**config.mk**
```make
export PLATFORM = sky130hd
export DESIGN_NAME = pwm_capture
export DESIGN_NICKNAME = d
export VERILOG_FILES = /design/src/rtl/pwm_capture.sv
export SDC_FILE = /design/constraint.sdc
export NUM_CORES = 1
export LEC_CHECK = 0
export ABC_AREA = 0
export BUFFER_PORTS_ARGS = -buffer_cell sky130_fd_sc_hd__buf_2
export CAP_MARGIN = 40
export CORE_MARGIN = 2
export CORE_UTILIZATION = 40
export CTS_CLUSTER_DIAMETER = 40
export DETAILED_ROUTE_END_ITERATION = 8
export GPL_ROUTABILITY_DRIVEN = 0
export PLACE_DENSITY_LB_ADDON = 0.15
export SETUP_SLACK_MARGIN = 0.5
export SYNTH_ARGS = -nofsm -noshare
export SYNTH_HDL_FRONTEND = slang
export SYNTH_SLANG_ARGS = --single-unit
```
**constraint.sdc**
```tcl
create_clock -name i_clk -period 5.6 [get_ports i_clk]
set_input_delay 0.84 -clock i_clk [delete_from_list [all_inputs] [get_ports i_clk]]
set_output_delay 0.84 -clock i_clk [all_outputs]
set_load 0.05 [all_outputs]
```
**src/rtl/pwm_capture.sv**
```systemverilog
// PWM period / high-time capture with a two-flop input synchroniser,
// a constant-level timeout and a quarter-step LED brightness bar.
module pwm_capture #(
    parameter int unsigned CNT_WIDTH = 16
) (
    input  logic                 i_clk,
    input  logic                 i_reset_n,
    input  logic                 i_pwm,
    output logic [CNT_WIDTH-1:0] o_high,
    output logic [CNT_WIDTH-1:0] o_period,
    output logic                 o_valid,
    output logic                 o_stuck,
    output logic                 o_level,
    output logic [3:0]           o_led
);

    localparam logic [CNT_WIDTH-1:0] CntMax = '1;
    localparam logic [CNT_WIDTH-1:0] CntOne = {{(CNT_WIDTH-1){1'b0}}, 1'b1};

    typedef enum logic [0:0] {StIdle, StMeasure} state_e;

    state_e               state_q;
    logic                 s1_q, s2_q, s3_q;
    logic [CNT_WIDTH-1:0] per_q, hi_q, idle_q;
    logic [CNT_WIDTH-1:0] high_q, period_q;
    logic                 valid_q, stuck_q;
    logic                 rise;

    assign rise = s2_q & ~s3_q;

    always_ff @(posedge i_clk) begin
        if (!i_reset_n) begin
            state_q  <= StIdle;
            s1_q     <= 1'b0;
            s2_q     <= 1'b0;
            s3_q     <= 1'b0;
            per_q    <= '0;
            hi_q     <= '0;
            idle_q   <= '0;
            high_q   <= '0;
            period_q <= '0;
            valid_q  <= 1'b0;
            stuck_q  <= 1'b0;
        end else begin
            s1_q    <= i_pwm;
            s2_q    <= s1_q;
            s3_q    <= s2_q;
            valid_q <= 1'b0;
            unique case (state_q)
                StIdle: begin
                    if (rise) begin
                        state_q <= StMeasure;
                        per_q   <= CntOne;
                        hi_q    <= CntOne;
                        idle_q  <= '0;
                        stuck_q <= 1'b0;
                    end else begin
                        // Idle counter saturates; stuck fires on the last counted cycle.
                        if (idle_q != CntMax) idle_q <= idle_q + 1'b1;
                        if (idle_q == CntMax - 1'b1) stuck_q <= 1'b1;
                    end
                end
                StMeasure: begin
                    if (rise) begin
                        high_q   <= hi_q;
                        period_q <= per_q;
                        valid_q  <= 1'b1;
                        per_q    <= CntOne;
                        hi_q     <= CntOne;
                    end else if (per_q == CntMax) begin
                        state_q <= StIdle;
                        stuck_q <= 1'b1;
                        per_q   <= '0;
                        hi_q    <= '0;
                        idle_q  <= '0;
                    end else begin
                        per_q <= per_q + 1'b1;
                        if (s2_q) hi_q <= hi_q + 1'b1;
                    end
                end
                default: state_q <= StIdle;
            endcase
        end
    end

    // Thresholds (2k+1)*period against 8*high, widened so nothing overflows.
    logic [CNT_WIDTH+3:0] hi8, p1, p3, p5, p7;

    always_comb begin
        hi8 = {1'b0, high_q, 3'b000};
        p1  = {4'b0000, period_q};
        p3  = (p1 << 1) + p1;
        p5  = (p1 << 2) + p1;
        p7  = (p1 << 3) - p1;
        o_led = 4'b0000;
        if (stuck_q) begin
            o_led = {4{s2_q}};
        end else if (period_q != '0) begin
            o_led[0] = (hi8 >= p1);
            o_led[1] = (hi8 >= p3);
            o_led[2] = (hi8 >= p5);
            o_led[3] = (hi8 >= p7);
        end
    end

    assign o_high   = high_q;
    assign o_period = period_q;
    assign o_valid  = valid_q;
    assign o_stuck  = stuck_q;
    assign o_level  = s2_q;

endmodule

```
# [Yosys cells after proc, flatten, opt, wreduce, memory -nomap -nowiden]
# Cells that the tools add are included.
[classes] n_mux=24 eq_ne=9 n_bitwise=3 magnitude_cmp=4 n_reduce_logical=6 add_sub_neg=6
[op_table] operator="2-to-1 mux 16 bit" count=10
[op_table] operator="one-hot mux 16 bit (2 select lines)" count=3
[op_table] operator="adder 16 x 1 -> 16 bit, second input constant" count=3
[op_table] operator="equality test 16 bit, second input constant" count=2
[op_table] operator=">= comparator 19 x 20 -> 1 bit" count=1
[op_table] operator="subtractor 19 x 16 -> 20 bit" count=1
[op_table] operator="adder 18 x 16 -> 19 bit" count=1
[op_table] operator=">= comparator 19 x 16 -> 1 bit" count=1
[op_table] operator=">= comparator 19 x 18 -> 1 bit" count=1
[op_table] operator=">= comparator 19 bit" count=1
[op_table] operator="adder 17 x 16 -> 18 bit" count=1
[op_table] operator="!= test 16 bit, second input constant" count=1
[op_table] operator="nonzero test 16 bit" count=1
[op_table] operator="2-to-1 mux 4 bit" count=2
[op_table] operator="2-to-1 mux 1 bit" count=7
[op_table] operator="!= test 3 bit, second input constant" count=2
[op_table] operator="AND reduction 2 bit" count=3
[op_table] operator="AND reduction 3 bit" count=2
[op_table] operator="!= test 2 bit, second input constant" count=2
[op_table] operator="!= test 4 x 1 -> 1 bit, second input constant" count=1
[op_table] operator="one-hot mux 1 bit (2 select lines)" count=2
[op_table] operator="!= test 2 x 1 -> 1 bit, second input constant" count=1
[op_table] operator="NOT 1 bit" count=2
[op_table] operator="bitwise AND 1 bit" count=1
[word_totals] elab_cells=63 in_bits=3 out_inout_bits=39 regBits=86

# [Logic depth before layout (Yosys ltp)]
# Gate-level depths: netlist of run 1.
[depth] ltp_word=5 depth_mapped=17

# [Worst setup path after synthesis of run 1]
# Ideal clock, no wire load.
[synth_path] path_kind="register -> output" startpoint="register period_q[2], in the netlist o_period[2]" endpoint="output o_led[1]" t_arrival_ns=4.464 path_stages_with_launch=15 required_ns=4.760 path_slack_ns=0.296 path_cell_list="dfxtp_1 > inv_1 > ha_1 > nor2b_1 > o21a_1 > o211ai_1 > a31oi_1 > o41ai_1 > nor2_1 > a311oi_1 > ha_1 > o2111ai_1 > o211ai_1 > a21oi_1 > nor3_1"
[synth_via] elab_chain_cells=4
[synth_lines] element="from (decl)" line_no="25" text="logic [CNT_WIDTH-1:0] high_q, period_q;"
[synth_lines] element="from (signal assigned)" line_no="66" text="period_q <= per_q;"
[synth_lines] element="adder 17 x 16 -> 18 bit" line_no="92" text="p3 = (p1 << 1) + p1;"
[synth_lines] element=">= comparator 19 x 18 -> 1 bit" line_no="100" text="o_led[1] = (hi8 >= p3);"
[synth_lines] element="2-to-1 mux 4 bit *" line_no="98" text="end else if (period_q != '0) begin"
[synth_lines] element="2-to-1 mux 4 bit *" line_no="96" text="if (stuck_q) begin"
[synth_lines] element="to (decl)" line_no="14" text="output logic [3:0] o_led"
# Mark *: on every way between the ends. The rest lies on a longest branch, timed or not.

# [Worst setup path after layout of run 1]
[layout_path] startpoint="register period_q[4], in the netlist o_period[4]" endpoint="output o_led[3]"
[layout_via] elab_chain_cells=4
[layout_lines] element="subtractor 19 x 16 -> 20 bit" line_no="94" text="p7 = (p1 << 3) - p1;"
[layout_lines] element=">= comparator 19 x 20 -> 1 bit" line_no="102" text="o_led[3] = (hi8 >= p7);"
[layout_lines] element="2-to-1 mux 4 bit *" line_no="98"
[layout_lines] element="2-to-1 mux 4 bit *" line_no="96"
# Marks and branches as above.

==> impl_metrics.env, run 1 <==
export IMPL_drt_pass1_iter_count=4
export IMPL_groute_usage_overall_pct=20.8
export IMPL_synth_edf_count=0
export IMPL_cts_setup_buffers=0
export IMPL_diodes=0
export IMPL_ys_ff_latch=86
export IMPL_yosysSeqAreaShare_pct=24.0
export IMPL_antenna_found_initial=0
export IMPL_finalSetupTns_ns=0
export IMPL_crit_start="o_period[4]"
export IMPL_skew_ns=0.0113
export IMPL_dp_hpwl_um=14900
export IMPL_crit_type="register to primary output"
export IMPL_drive_gt1_share_pct=10.6
export IMPL_worst_path_max_delay_cell="dfxtp_2"
export IMPL_avgViaCountPerCell=5.50
export IMPL_ant_nets=0
export IMPL_grt_pass1_wl_um=30900
export IMPL_synth_flop_cell="dfxtp_1"
export IMPL_hold_path_startpoint="s1_q"
export IMPL_worst_slew_pin_slew_ns=0.674
export IMPL_rsz0062_at_grt="true"
export IMPL_r2r_start="per_q[0]"
export IMPL_power_frac_comb_pct=4.7
export IMPL_switching_power_w=0.000325
export IMPL_syn_avg_cell_area_um2=8.00
export IMPL_area_growth_pct=11.8
export IMPL_grt_pass1_vias=6042
export IMPL_die_w_um=138
export IMPL_htreeDepth=3
export IMPL_cts_path_max_buffers=2
export IMPL_nets=1063
export IMPL_synthTopCellsByCount="ha_1, nand2_1, a21oi_1"
export IMPL_setup_slack_ns=0.700
export IMPL_path_cells="inv_1 -> ha_1 -> a21oi_1 -> a21oi_1 -> o2111ai_2 -> a31oi_1 -> a21o_1 -> a21oi_1 -> xnor2_1 -> ha_1 -> and3_1 -> nand3_1 -> a31oi_1 -> nor4_1 -> or3_1 -> o21bai_2 -> clkbuf_4"
export IMPL_worstPathArrival_ns=4.06
export IMPL_die_area_um2=19000
export IMPL_fmax_mhz=204
export IMPL_row_count=48
export IMPL_finalPower_w=0.00127
export IMPL_synth_cells=896
export IMPL_min_period_over_period_pct=87.5
export IMPL_relSlewSlack_pct=54.9
export IMPL_ir_worst_vdd_uv=187
export IMPL_cts_root_buf="clkbuf_16"
export IMPL_synth_cell_types=60
export IMPL_wl_per_cell_um=16.4
export IMPL_path_delay_family="compound AO/OA/AOI/OAI gates"
export IMPL_drc=0
export IMPL_coreArea_um2=17400
export IMPL_grt_overflow_total=0
export IMPL_slew_viol_final=0
export IMPL_async_flop_share_pct=0
export IMPL_power_leakage_nw=3.49
export IMPL_critPathRequiredTime_ns=4.76
export IMPL_cp_end_kind="primary output"
export IMPL_ff2ff_setup_slack_ns=2.82
export IMPL_cts_hold_buffers=0
export IMPL_switching_share_pct=25.5
export IMPL_synth_area_um2=7170
export IMPL_hold_class="register to register"
export IMPL_postLayoutCoreUtil_pct=46.0
export IMPL_synth_top_area_share_pct=24.0
export IMPL_drt_iter0_markers=233
export IMPL_numCtsBuffers=9
export IMPL_synth_area_leaders="dfxtp_1, ha_1, a21oi_1"
export IMPL_p_clk_share_pct=46.3
export IMPL_placement_io_buffers=41
export IMPL_worstPathMaxFanout=8
export IMPL_final_min_clock_period_ns=4.90
export IMPL_cts_tree="done"
export IMPL_ios=42
export IMPL_fp_dieH_um=138
export IMPL_critical_path_buf_inv_count=2
export IMPL_pre_cts_ws_ns=0.822
export IMPL_status="finished, final reports clean"
export IMPL_power_density_nw_per_um2=159
export IMPL_max_cap_viol_count=0
export IMPL_final_cells=1168
export IMPL_post_place_cells=1152
export IMPL_yosysMostFrequentCell="ha_1"
export IMPL_clk_latency_ns=0.35
export IMPL_internal_power_w=0.000949
export IMPL_path_clk_slew_ns=0.07
export IMPL_slowest_delay_ns=0.43
export IMPL_yosysWarnings=0
export IMPL_setup_viol=0
export IMPL_p_seq_share_pct=49.0
export IMPL_start_util_pct=41.1
export IMPL_path_common_cell="a21oi_1"
export IMPL_finalHoldViolCount=0
export IMPL_syn_nets=1021
export IMPL_cp_start_kind="register"
export IMPL_synth_largest_area_cell="dfxtp_1"
export IMPL_grt_max_degree=49
export IMPL_clock_sinks=86
export IMPL_vias=6429
export IMPL_drt_wl_total_um=19100
==> state kept, by name, indices dropped and copies added, names as in the netlist <==
name and cells:
s3_q 1, idle_q 16, hi_q 16, o_period 16, s1_q 1, state_q 1, o_stuck 1, o_high 16
o_level 1, per_q 16, o_valid 1
==> worst reg2reg max path: stages, from the launching register on <==
cell and delay [ns]:
dfxtp_1 0.43, ha_1 0.26, nand3_2 0.15, or4_1 0.67
o21ai_2 0.29, nand2b_1 0.46, o21ai_0 0.17, a21oi_1 0.17
nor2_1 0.05
==> logic make-up (layout without fill, tap and decap cells) <==
kind of cell,count (synthesis),in the layout,synth area share (%)
adders and majority gates,122,122,21.5
DFF,86,86,24.0
muxes,1,1,0.157
buffers and inverters,51,98,2.72
AOI/OAI and AO/OA,227,227,19.7
and+or+nand+nor,337,337,23.1
xor gates and xnor gates,72,72,8.80
==> power groups by stage <==
stage / sequential [W] / clock, W / combinational [W]
floorplan: 0.000637 / 0 / 0.0000434
global placement: 0.000639 / 0 / 0.0000600
detailed placement: 0.000639 / 0 / 0.0000597
CTS: 0.000624 / 0.000605 / 0.0000602
global route: 0.000625 / 0.000633 / 0.0000666
finish: 0.000624 / 0.000590 / 0.0000596
==> stage by stage <==
| step | hold WS (ns) | cell area [µm²] |
|---|---|---|
| final | 0.434 | 8010 |
| after detailed placement | 0.420 | 7660 |
| after global routing | 0.448 | 8010 |
| after global placement | 0.419 | 7660 |
| after floorplan | 0.412 | 7170 |
| after CTS | 0.436 | 7960 |
==> routing by layer <==
layer / wire length, µm / track usage (%) / share of wire, % / vias to the layer above
met5: 0 / 0 / 0 / -
met4: 442 / 7.09 / 2.3 / 0
met3: 426 / 1.95 / 2.2 / 22
met2: 9080 / 35.6 / 47 / 91
met1: 9190 / 27.2 / 48 / 2989
li1: - / - / - / 3327
==> worst paths after layout <==
check | to | cells after the start
setup / recovery | o_led[3] | 17
hold / removal | o_level | 1
setup reg to reg | per_q[3] | 8
hold reg to reg | o_level | 1
==> cell usage in the layout (no fill, tap or decap), types with 11 or more instances in the layout <==
cell and count:
nand3_1 32, nor3_1 23, xor2_1 43, inv_1 30, nand2_1 105, and3_1 14, a21oi_1 95, nand4_1 17
dfxtp_1 78, ha_1 120, o21ai_0 37, xnor2_1 29, a21o_1 27, nor2_1 77, buf_2 41, o21a_1 11
==> final cells by class <==
cell class | instances | area (µm²)
Clock buffer | 9 | 225
Clock inverter | 7 | 71.3
Tap cell | 225 | 282
Fill cell | 1770 | 9410
Multi-Input combinational cell | 759 | 5300
Sequential cell | 86 | 1730
Timing Repair Buffer | 52 | 288
Inverter | 30 | 113
==> repair_timing <==
item	in CTS	in global routing
gates resized for setup	3	14
endpoints found under the hold margin	0	0
pin swaps	0	1
endpoints found under the setup margin	1	3
gates cloned	0	0
Note: power is estimated with default switching activity, not from simulation.
==> run 2: changes to the inputs <==
CORE_UTILIZATION = 54   (was 40)
==> impl_metrics.env, run 2 (synthesis results as in run 1) <==
export IMPL_power_density_nw_per_um2=157
export IMPL_post_place_cells=1098
export IMPL_grt_overflow_total=0
export IMPL_nets=1058
export IMPL_start_util_pct=54.8
export IMPL_cp_start_kind="register"
export IMPL_use_met2_pct=45.6
export IMPL_clock_sinks=86
export IMPL_max_cap_viol_count=0
export IMPL_avgViaCountPerCell=5.78
export IMPL_drive_gt1_share_pct=10.6
export IMPL_worstPathMaxFanout=10
export IMPL_drc=0
export IMPL_ff2ff_setup_slack_ns=2.80
export IMPL_coreArea_um2=13100
export IMPL_drt_pass1_iter_count=5
export IMPL_cts_root_buf="clkbuf_16"
export IMPL_postLayoutCoreUtil_pct=60.6
export IMPL_worstHoldEndpoint="o_level"
export IMPL_rsz0062_at_grt="true"
export IMPL_layout_commonest_cell="ha_1"
export IMPL_cp_end_kind="primary output"
export IMPL_vias=6434
export IMPL_wl_per_cell_um=15.8
export IMPL_diodes=0
export IMPL_status="finished, final reports clean"
export IMPL_grt_pass1_vias=6092
export IMPL_die_area_um2=14200
export IMPL_final_min_clock_period_ns=4.93
export IMPL_row_count=42
export IMPL_r2r_end="per_q[7]"
export IMPL_slew_viol_final=0
export IMPL_worstPathArrival_ns=4.09
export IMPL_die_w_um=119
export IMPL_cts_tree="done"
export IMPL_clk_latency_ns=0.34
export IMPL_hold_class="register to register"
export IMPL_dp_hpwl_um=13700
export IMPL_path_clk_slew_ns=0.06
export IMPL_finalSetupTns_ns=0
export IMPL_gr_usage_met3_pct=2.78
export IMPL_drt_wl_total_um=17600
export IMPL_ff2ff_path_depth=8
export IMPL_power_leakage_nw=3.45
export IMPL_skew_ns=0.0116
export IMPL_r2r_start="per_q[0]"
export IMPL_final_cell_mix="ha_1, nand2_1, a21oi_1"
export IMPL_relSlewSlack_pct=42.1
export IMPL_grt_pass1_wl_um=29400
export IMPL_finalHoldViolCount=0
export IMPL_grt_max_degree=49
export IMPL_min_period_over_period_pct=88.0
export IMPL_critPathRequiredTime_ns=4.76
export IMPL_crit_type="register to primary output"
export IMPL_ios=42
export IMPL_top_usage_layer="met2"
export IMPL_groute_usage_overall_pct=25.4
export IMPL_numCtsBuffers=9
export IMPL_cts_setup_buffers=0
export IMPL_fmax_mhz=203
export IMPL_setup_viol=0
export IMPL_n_fill_cell=1239
export IMPL_area_growth_pct=10.6
export IMPL_met1_usage_pct=32.2
export IMPL_drt_iter0_markers=312
export IMPL_cts_hold_buffers=0
export IMPL_cts_path_max_buffers=2
export IMPL_htreeDepth=3
export IMPL_ant_nets=0
export IMPL_worstHoldPathCells=1
export IMPL_placement_io_buffers=41
export IMPL_ir_worst_vdd_uv=227
export IMPL_fp_dieH_um=119
export IMPL_final_cells=1114
export IMPL_worst_slew_pin_slew_ns=0.862
export IMPL_antenna_found_initial=0
export IMPL_holdWs_ns=0.432
export IMPL_hold_path_startpoint="s1_q"
## run 2: how the worst max path moves through the flow
stage | from | endpoint | slack, ns | cells after the start
after floorplan | o_period[2] | o_led[1] | 0.71 | 14
after global placement | o_period[3] | o_led[2] | 0.77 | 16
after detailed placement | o_period[6] | o_led[3] | 0.70 | 17
after CTS | o_period[6] | o_led[3] | 0.48 | 17
after global routing | o_period[7] | o_led[3] | 0.43 | 17
final | o_period[0] | o_led[2] | 0.67 | 16
## run 2: power breakdown
group | switching, W | internal [W] | total, W | leakage (nW)
Clock | 0.000248 | 0.000315 | 0.000562 | 0.135
Sequential | 0.00000771 | 0.000616 | 0.000624 | 0.699
Combinational | 0.0000415 | 0.0000176 | 0.0000590 | 2.62
Total | 0.000297 | 0.000949 | 0.00125 | 3.45
## run 2: per-stage QoR
step                      total power [W]  area [µm²]  setup WS [ns]
after CTS                         0.00126        7870          0.478
after global routing              0.00129        7920          0.434
after global placement           0.000696        7560          0.769
after floorplan                  0.000681        7170          0.712
final                             0.00125        7920          0.670
after detailed placement         0.000697        7570          0.696
## run 2: worst max-delay path: stages (launching register included)
cell and delay, ns:
dfxtp_2 0.38, ha_1 0.24, fa_2 0.37, a21oi_2 0.15, o211ai_1 0.14, and2_1 0.21, o21ai_0 0.19, nand2b_1 0.09
a21oi_1 0.19, xor2_1 0.16, ha_1 0.26, a21oi_1 0.18, nor3_1 0.08, a2111oi_2 0.38, a21oi_1 0.13, o41a_1 0.37
clkbuf_4 0.21
## run 2: area by class of cell
class                      instances  area [µm²]  area share [%]
timing repair buffer              47         263            3.32
multi-input combinational        759        5310            67.0
tap                              176         220            2.78
sequential                        86        1740            21.9
inverter                          30         113            1.42
clock inverter                     6        46.3           0.584
clock buffer                      10         239            3.02
## run 2: repair_timing
action | CTS | global route
endpoints found under the setup margin | 2 | 3
resized for setup | 5 | 19
pin swaps | 0 | 0
## run 2: routing by layer
layer | wire, µm | up-vias
li1 | - | 3324
met1 | 8240 | 2991
met2 | 8680 | 97
met3 | 395 | 22
met4 | 327 | 0
met5 | 0 | -
